===== src/rtl/csi2_packet_transmitter.sv =====
// Single-lane CSI-2 packetizer: FS, one RAW10 long packet per line, FE.
// Header ECC and per-line payload CRC-16 are generated inline.
`timescale 1ns/1ps
module csi2_packet_transmitter #(
  parameter logic [1:0] VIRTUAL_CHANNEL = 2'd0,
  parameter logic [5:0] DATA_TYPE       = 6'h2B,
  parameter int         GAP_CYCLES      = 16
) (
  input  logic        mipi_byte_clock,
  input  logic        mipi_byte_reset_n,
  input  logic        start_frame_in,
  input  logic [10:0] x_size_in,
  input  logic [10:0] y_size_in,
  input  logic [9:0]  pixel_data_in,
  input  logic        pixel_valid_in,
  output logic        pixel_ready_out,
  output logic        hs_request_out,
  output logic [7:0]  byte_data_out,
  output logic        byte_valid_out,
  input  logic        hs_ready_in,
  output logic        busy_out,
  output logic        frame_done_out
);

  localparam int GW = (GAP_CYCLES > 1) ? $clog2(GAP_CYCLES) : 1;

  localparam logic [2:0] S_IDLE = 3'd0;
  localparam logic [2:0] S_FS   = 3'd1;
  localparam logic [2:0] S_GAP  = 3'd2;
  localparam logic [2:0] S_HDR  = 3'd3;
  localparam logic [2:0] S_PAY  = 3'd4;
  localparam logic [2:0] S_CRC  = 3'd5;
  localparam logic [2:0] S_FE   = 3'd6;

  logic [2:0]       state;
  logic [8:0]       x_groups;
  logic [10:0]      y_lines;
  logic [11:0]      line_cnt;
  logic [9:0]       grp_cnt;
  logic [2:0]       byte_idx;
  logic [1:0]       pix_cnt;
  logic             emitting;
  logic             fe_sent;
  logic [3:0][9:0]  pix;
  logic [15:0]      crc;
  logic [15:0]      crc_next;
  logic [15:0]      frame_number;
  logic [GW-1:0]    gap_cnt;
  logic             frame_done;

  logic in_idle, in_fs, in_fe, in_hdr, in_pay, in_crc, in_gap;
  logic hdr_fmt, byte_acc, pix_acc, last_group, more_lines;
  logic [7:0]  hdr_di;
  logic [15:0] hdr_wc;
  logic [15:0] long_wc;
  logic [7:0]  byte_mux;
  logic        unused_bits;

  assign unused_bits = ^x_size_in[1:0];

  function automatic logic [7:0] ecc_of(input logic [23:0] d);
    logic [5:0] p;
    p[0] = ^{d[0], d[1], d[2], d[4], d[5], d[7], d[10], d[11],
             d[13], d[16], d[20], d[21], d[22], d[23]};
    p[1] = ^{d[0], d[1], d[3], d[4], d[6], d[8], d[10], d[12],
             d[14], d[17], d[20], d[21], d[22], d[23]};
    p[2] = ^{d[0], d[2], d[3], d[5], d[6], d[9], d[11], d[12],
             d[15], d[18], d[20], d[21], d[22]};
    p[3] = ^{d[1], d[2], d[3], d[7], d[8], d[9], d[13], d[14],
             d[15], d[19], d[20], d[21], d[23]};
    p[4] = ^{d[4], d[5], d[6], d[7], d[8], d[9], d[16], d[17],
             d[18], d[19], d[20], d[22], d[23]};
    p[5] = ^{d[10], d[11], d[12], d[13], d[14], d[15], d[16],
             d[17], d[18], d[19], d[21], d[22], d[23]};
    return {2'b00, p};
  endfunction

  assign in_idle = state == S_IDLE;
  assign in_fs   = state == S_FS;
  assign in_fe   = state == S_FE;
  assign in_hdr  = state == S_HDR;
  assign in_pay  = state == S_PAY;
  assign in_crc  = state == S_CRC;
  assign in_gap  = state == S_GAP;
  assign hdr_fmt = in_fs | in_fe | in_hdr;

  assign long_wc = {5'd0, x_groups, 2'b00} + {7'd0, x_groups};

  assign pixel_ready_out = in_pay & ~emitting;
  assign byte_valid_out  = hdr_fmt | in_crc | (in_pay & emitting);
  assign hs_request_out  = hdr_fmt | in_pay | in_crc;
  assign busy_out        = ~in_idle;
  assign frame_done_out  = frame_done;
  assign byte_data_out   = byte_valid_out ? byte_mux : 8'h00;

  assign byte_acc   = byte_valid_out & hs_ready_in;
  assign pix_acc    = pixel_ready_out & pixel_valid_in;
  assign last_group = (grp_cnt + 10'd1) == {1'b0, x_groups};
  assign more_lines = (x_groups != 9'd0) &&
                      (line_cnt < {1'b0, y_lines});

  always_comb begin
    hdr_di = {VIRTUAL_CHANNEL, 6'h00};
    hdr_wc = frame_number;
    unique case (1'b1)
      in_fe: hdr_di = {VIRTUAL_CHANNEL, 6'h01};
      in_hdr: begin
        hdr_di = {VIRTUAL_CHANNEL, DATA_TYPE};
        hdr_wc = long_wc;
      end
      default: ;
    endcase
  end

  always_comb begin
    byte_mux = 8'h00;
    unique case (1'b1)
      hdr_fmt: begin
        case (byte_idx)
          3'd0:    byte_mux = hdr_di;
          3'd1:    byte_mux = hdr_wc[7:0];
          3'd2:    byte_mux = hdr_wc[15:8];
          default: byte_mux = ecc_of({hdr_wc, hdr_di});
        endcase
      end
      in_pay: begin
        if (byte_idx == 3'd4)
          byte_mux = {pix[3][1:0], pix[2][1:0],
                      pix[1][1:0], pix[0][1:0]};
        else
          byte_mux = pix[byte_idx[1:0]][9:2];
      end
      in_crc: byte_mux = byte_idx[0] ? crc[15:8] : crc[7:0];
      default: ;
    endcase
  end

  // Reflected CRC-16/0x8408, one byte per accepted payload beat.
  always_comb begin
    crc_next = crc ^ {8'h00, byte_mux};
    for (int i = 0; i < 8; i++)
      crc_next = crc_next[0] ? ((crc_next >> 1) ^ 16'h8408)
                             : (crc_next >> 1);
  end

  always_ff @(posedge mipi_byte_clock or negedge mipi_byte_reset_n) begin
    if (!mipi_byte_reset_n) begin
      state        <= S_IDLE;
      x_groups     <= '0;
      y_lines      <= '0;
      line_cnt     <= '0;
      grp_cnt      <= '0;
      byte_idx     <= '0;
      pix_cnt      <= '0;
      emitting     <= 1'b0;
      fe_sent      <= 1'b0;
      pix          <= '0;
      crc          <= 16'hFFFF;
      frame_number <= 16'd1;
      gap_cnt      <= '0;
      frame_done   <= 1'b0;
    end else begin
      frame_done <= 1'b0;
      unique case (1'b1)
        in_idle: if (start_frame_in) begin
          x_groups <= x_size_in[10:2];
          y_lines  <= y_size_in;
          line_cnt <= '0;
          byte_idx <= '0;
          fe_sent  <= 1'b0;
          state    <= S_FS;
        end
        in_fs, in_fe: if (byte_acc) begin
          if (byte_idx == 3'd3) begin
            byte_idx <= '0;
            gap_cnt  <= GW'(GAP_CYCLES - 1);
            state    <= S_GAP;
            if (in_fe) begin
              fe_sent      <= 1'b1;
              frame_number <= (frame_number == 16'hFFFF) ? 16'd1
                              : frame_number + 16'd1;
            end
          end else begin
            byte_idx <= byte_idx + 3'd1;
          end
        end
        in_hdr: if (byte_acc) begin
          if (byte_idx == 3'd3) begin
            byte_idx <= '0;
            grp_cnt  <= '0;
            pix_cnt  <= '0;
            emitting <= 1'b0;
            crc      <= 16'hFFFF;
            state    <= S_PAY;
          end else begin
            byte_idx <= byte_idx + 3'd1;
          end
        end
        in_pay: begin
          if (!emitting) begin
            if (pix_acc) begin
              pix[pix_cnt] <= pixel_data_in;
              pix_cnt      <= pix_cnt + 2'd1;
              if (pix_cnt == 2'd3) begin
                emitting <= 1'b1;
                byte_idx <= '0;
              end
            end
          end else if (byte_acc) begin
            crc <= crc_next;
            if (byte_idx == 3'd4) begin
              byte_idx <= '0;
              emitting <= 1'b0;
              grp_cnt  <= grp_cnt + 10'd1;
              if (last_group) state <= S_CRC;
            end else begin
              byte_idx <= byte_idx + 3'd1;
            end
          end
        end
        in_crc: if (byte_acc) begin
          if (byte_idx[0]) begin
            byte_idx <= '0;
            line_cnt <= line_cnt + 12'd1;
            gap_cnt  <= GW'(GAP_CYCLES - 1);
            state    <= S_GAP;
          end else begin
            byte_idx <= 3'd1;
          end
        end
        in_gap: begin
          if (gap_cnt == '0) begin
            if (fe_sent) begin
              fe_sent    <= 1'b0;
              frame_done <= 1'b1;
              state      <= S_IDLE;
            end else if (more_lines) begin
              state <= S_HDR;
            end else begin
              state <= S_FE;
            end
          end else begin
            gap_cnt <= gap_cnt - GW'(1);
          end
        end
        default: state <= S_IDLE;
      endcase
    end
  end

endmodule


===== config.mk =====
export PLATFORM = sky130hd
export DESIGN_NAME = csi2_packet_transmitter
export DESIGN_NICKNAME = d
export VERILOG_FILES = /design/src/rtl/csi2_packet_transmitter.sv
export SDC_FILE = /design/constraint.sdc
export NUM_CORES = 1
export LEC_CHECK = 0
export CAP_MARGIN = 20
export CORE_ASPECT_RATIO = 0.8
export CORE_MARGIN = 5
export CORE_UTILIZATION = 47
export DETAILED_ROUTE_END_ITERATION = 8
export PLACE_DENSITY = 0.72
export SYNTH_ARGS = -nofsm -noshare
export SYNTH_HDL_FRONTEND = slang
export SYNTH_SLANG_ARGS = --single-unit
export TNS_END_PERCENT = 20

===== constraint.sdc =====
create_clock -name mipi_byte_clock -period 4.25 [get_ports mipi_byte_clock]
set_input_delay 0.85 -clock mipi_byte_clock [delete_from_list [all_inputs] [get_ports mipi_byte_clock]]
set_output_delay 0.85 -clock mipi_byte_clock [all_outputs]
set_load 0.05 [all_outputs]

==> results.toml <==
[outcome]
status = "finished, violations left"
violations = "setup timing"

[timing]
timing.final.crit_period_ns = 4.34
finalSetupViolations = 4
tightest_slew_ns = 0.924
post-route-period-util_pct = 102
hold_viol = 0
rsz0062_at_grt = "yes"
finClkSkew_ns = 0.00816
whs_ns = 0.476
fmax_ghz = 0.231
maxSlewHeadroom_pct = 38.0
report.final.slew_viol_count = 0
timing.final.ws_setup_ns = -0.0870

[yosys]
ys_seq_area_share_pct = 37.4
ys_types = 87
synth_top_area_share_pct = 32.2
synth_top_flop_cell = "dfrtp_1"
synthArstFlopShare_pct = 100
ys_ff_latch = 129
synthCells = 883
syn_area_sq_um = 8700
synth-edff-count = 0
synth.area.top_cells = "dfrtp_1 (32%), mux2_2 (6.7%), xnor2_1 (5.6%)"
syn_nets = 952
syn_area_per_cell_sq_um = 9.85
yosys.area.top_type = "dfrtp_1"
synth-warning-count = 0

[route]
wl_per_cell_microns = 18.9
drt.antenna.violating_nets = 0
routed_via_density = 5.96
wirelength_microns = 22400
drc = 0
vias = 7075
drtIter0Drc = 602
dr.pass1.iters = 5

[setup_path]
worstPathMaxFanout = 3
endpoint_kind = "output port"
criticalPathCategory = "reg2out"
start_kind = "register"
crit_required_ns = 3.40
cp.arrival_ns = 3.49

[grt]
grt_pass1_vias = 7017
gr-total-overflow = 0
antenna_found_initial = 0
grtUsageTotal_pct = 21.4
grt_start_max_net_pins = 82
grt_pass1_wl_microns = 36800

[pwr]
powerDensity_nw_per_um2 = 855
switching_share_pct = 42.7
pwr-share-comb_pct = 60.9
intPower_w = 0.00512
clkPwrFrac_pct = 16.7
switching_power_w = 0.00381
p_seq_share_pct = 22.4
ir_worst_vdd_mv = 0.451
p_leak_nw = 4.64

[placement]
place_congestion = 0.898
dp_hpwl_microns = 15900
portBuffers = 47

[floorplan]
io_pins = 50
num_rows = 44
die_x_microns = 162
start_util_pct = 47.9
dieHeight_microns = 132
core_area_sq_um = 18200
dieArea_sq_um = 21300

[clock_network]
htree_levels = 4
cts_tree = "yes"
cts_root_buf = "clkbuf_16"
clock_path_buffers = 2
clkSlewWorstSetupHoldPaths_ns = 0.06
clk_latency_ns = 0.42
numCtsBuffers = 17
clock-sinks = 129
postCtsHoldBufs = 0

[final_layout]
fin_nets = 1013
diodes = 0
areaGrowthSynthToFinish_pct = 20.2
drive_above_1_share_pct = 23.7
postLayoutCoreUtil_pct = 57.5

[job]
drv_cap = 0

[min_path]
min_path_type = "in2async"
-- worst paths after layout --
check / startpoint / to / slack, ns / depth (start not counted)
min in group mipi_byte_clock: gap_cnt[0] / gap_cnt[0] / 0.50 / 1
hold / removal: mipi_byte_reset_n / y_lines[10] / 0.48 / 1
setup / recovery: x_groups[0] / byte_data_out[2] / -0.09 / 12
setup reg to reg: x_groups[0] / crc[7] / 0.37 / 16
hold reg to reg: gap_cnt[0] / gap_cnt[0] / 0.50 / 1
max in group asynchronous: mipi_byte_reset_n / crc[2] / 2.89 / 2
-- state kept, by name, summed over array words and instances, names as in the netlist --
signal	flops
pix	40
crc	16
frame_number	16
line_cnt	12
y_lines	11
grp_cnt	10
x_groups	9
gap_cnt	4
byte_idx	3
state	3
pix_cnt	2
emitting	1
fe_sent	1
frame_done_out	1
-- power groups by stage --
stage,clock network (W),logic (W),registers (W)
global route,0.00158,0.00583,0.00205
floorplan,0,0.00355,0.00184
global placement,0,0.00450,0.00197
detailed placement,0,0.00458,0.00199
finish,0.00150,0.00544,0.00200
CTS,0.00151,0.00495,0.00198
-- metal layers --
layer,GRT usage [%],wire length [microns]
met1,31.3,10400
met2,31.7,9730
met3,5.32,1770
met4,5.68,480
met5,0,0
-- cell usage in the layout (no fill, tap or decap), drive strengths merged, types with 23 or more instances in the layout --
cell and instances:
mux2 55, nand2 69, buf 54, clkdlybuf4s50 38
nand3 25, a21oi 40, xnor2 60, mux2i 23
nor2 75, inv 33, xor2 29, o21ai 63
dfrtp 112, ha 31
-- critical path: stages, from the launching register on --
cell,delay (ns)
dfrtp_1,0.38
ha_2,0.20
fa_2,0.37
buf_4,0.16
xnor3_1,0.40
mux2i_4,0.09
o21a_1,0.16
a2111oi_1,0.42
o31a_1,0.27
o31ai_4,0.10
o221ai_2,0.14
and2_1,0.16
buf_4,0.19
-- cell type report --
| class | instances | area (sq um) |
|---|---|---|
| well taps | 230 | 288 |
| clock inverters | 13 | 151 |
| repair buffers | 92 | 847 |
| flip-flops and latches | 129 | 3250 |
| inverters | 29 | 109 |
| fillers | 1486 | 7710 |
| multi-input cells | 675 | 5360 |
| clock buffers | 19 | 453 |
-- through the flow --
stage          instance area, sq um  total power, W  std cells  TNS [ns]  worst slack [ns]
2_1_floorplan                  8700         0.00539        883         0            0.0216
6_report                      10500         0.00894       1187    -0.200           -0.0870
3_3_place_gp                   9480         0.00648       1138         0            0.0899
3_5_place_dp                   9480         0.00656       1138    -0.108            -0.108
5_1_grt                       10500         0.00946       1187    -0.764            -0.177
4_1_cts                       10300         0.00844       1181    -0.697            -0.190
-- cells by family (layout without fill, tap and decap cells) --
logic type / count (synthesis) / after routing / share of synthesized area (%)
buffers and inverters: 79 / 153 / 3.72
muxes: 86 / 86 / 11.9
and+or+nand+nor: 253 / 253 / 14.1
xor gates and xnor gates: 100 / 100 / 12.3
DFF: 129 / 129 / 37.4
adders and majority gates: 32 / 32 / 4.69
AOI/OAI and AO/OA: 204 / 204 / 15.9
-- repair_timing --
| action | in CTS | in global routing |
|---|---|---|
| setup buffers | 11 | 6 |
| endpoints found under the hold margin | 0 | 0 |
| pin swaps | 20 | 25 |
| resized for setup | 19 | 31 |
| setup endpoints to repair | 6 | 6 |
-- Yosys cell counts (9+ instances only) --
| cell type | count |
|---|---|
| a21o_1 | 11 |
| a21oi_1 | 39 |
| and3_1 | 14 |
| buf_2 | 13 |
| clkbuf_1 | 31 |
| dfrtp_1 | 112 |
| dfstp_2 | 17 |
| ha_1 | 31 |
| inv_1 | 28 |
| mux2_2 | 52 |
| mux2i_1 | 23 |
| nand2_1 | 68 |
| nand3_1 | 25 |
| nand4_1 | 12 |
| nor2_1 | 72 |
| nor3_1 | 16 |
| o21ai_0 | 57 |
| xnor2_1 | 56 |
| xnor3_1 | 9 |
| xor2_1 | 28 |
No activity file was read; power rests on OpenSTA's default activity.
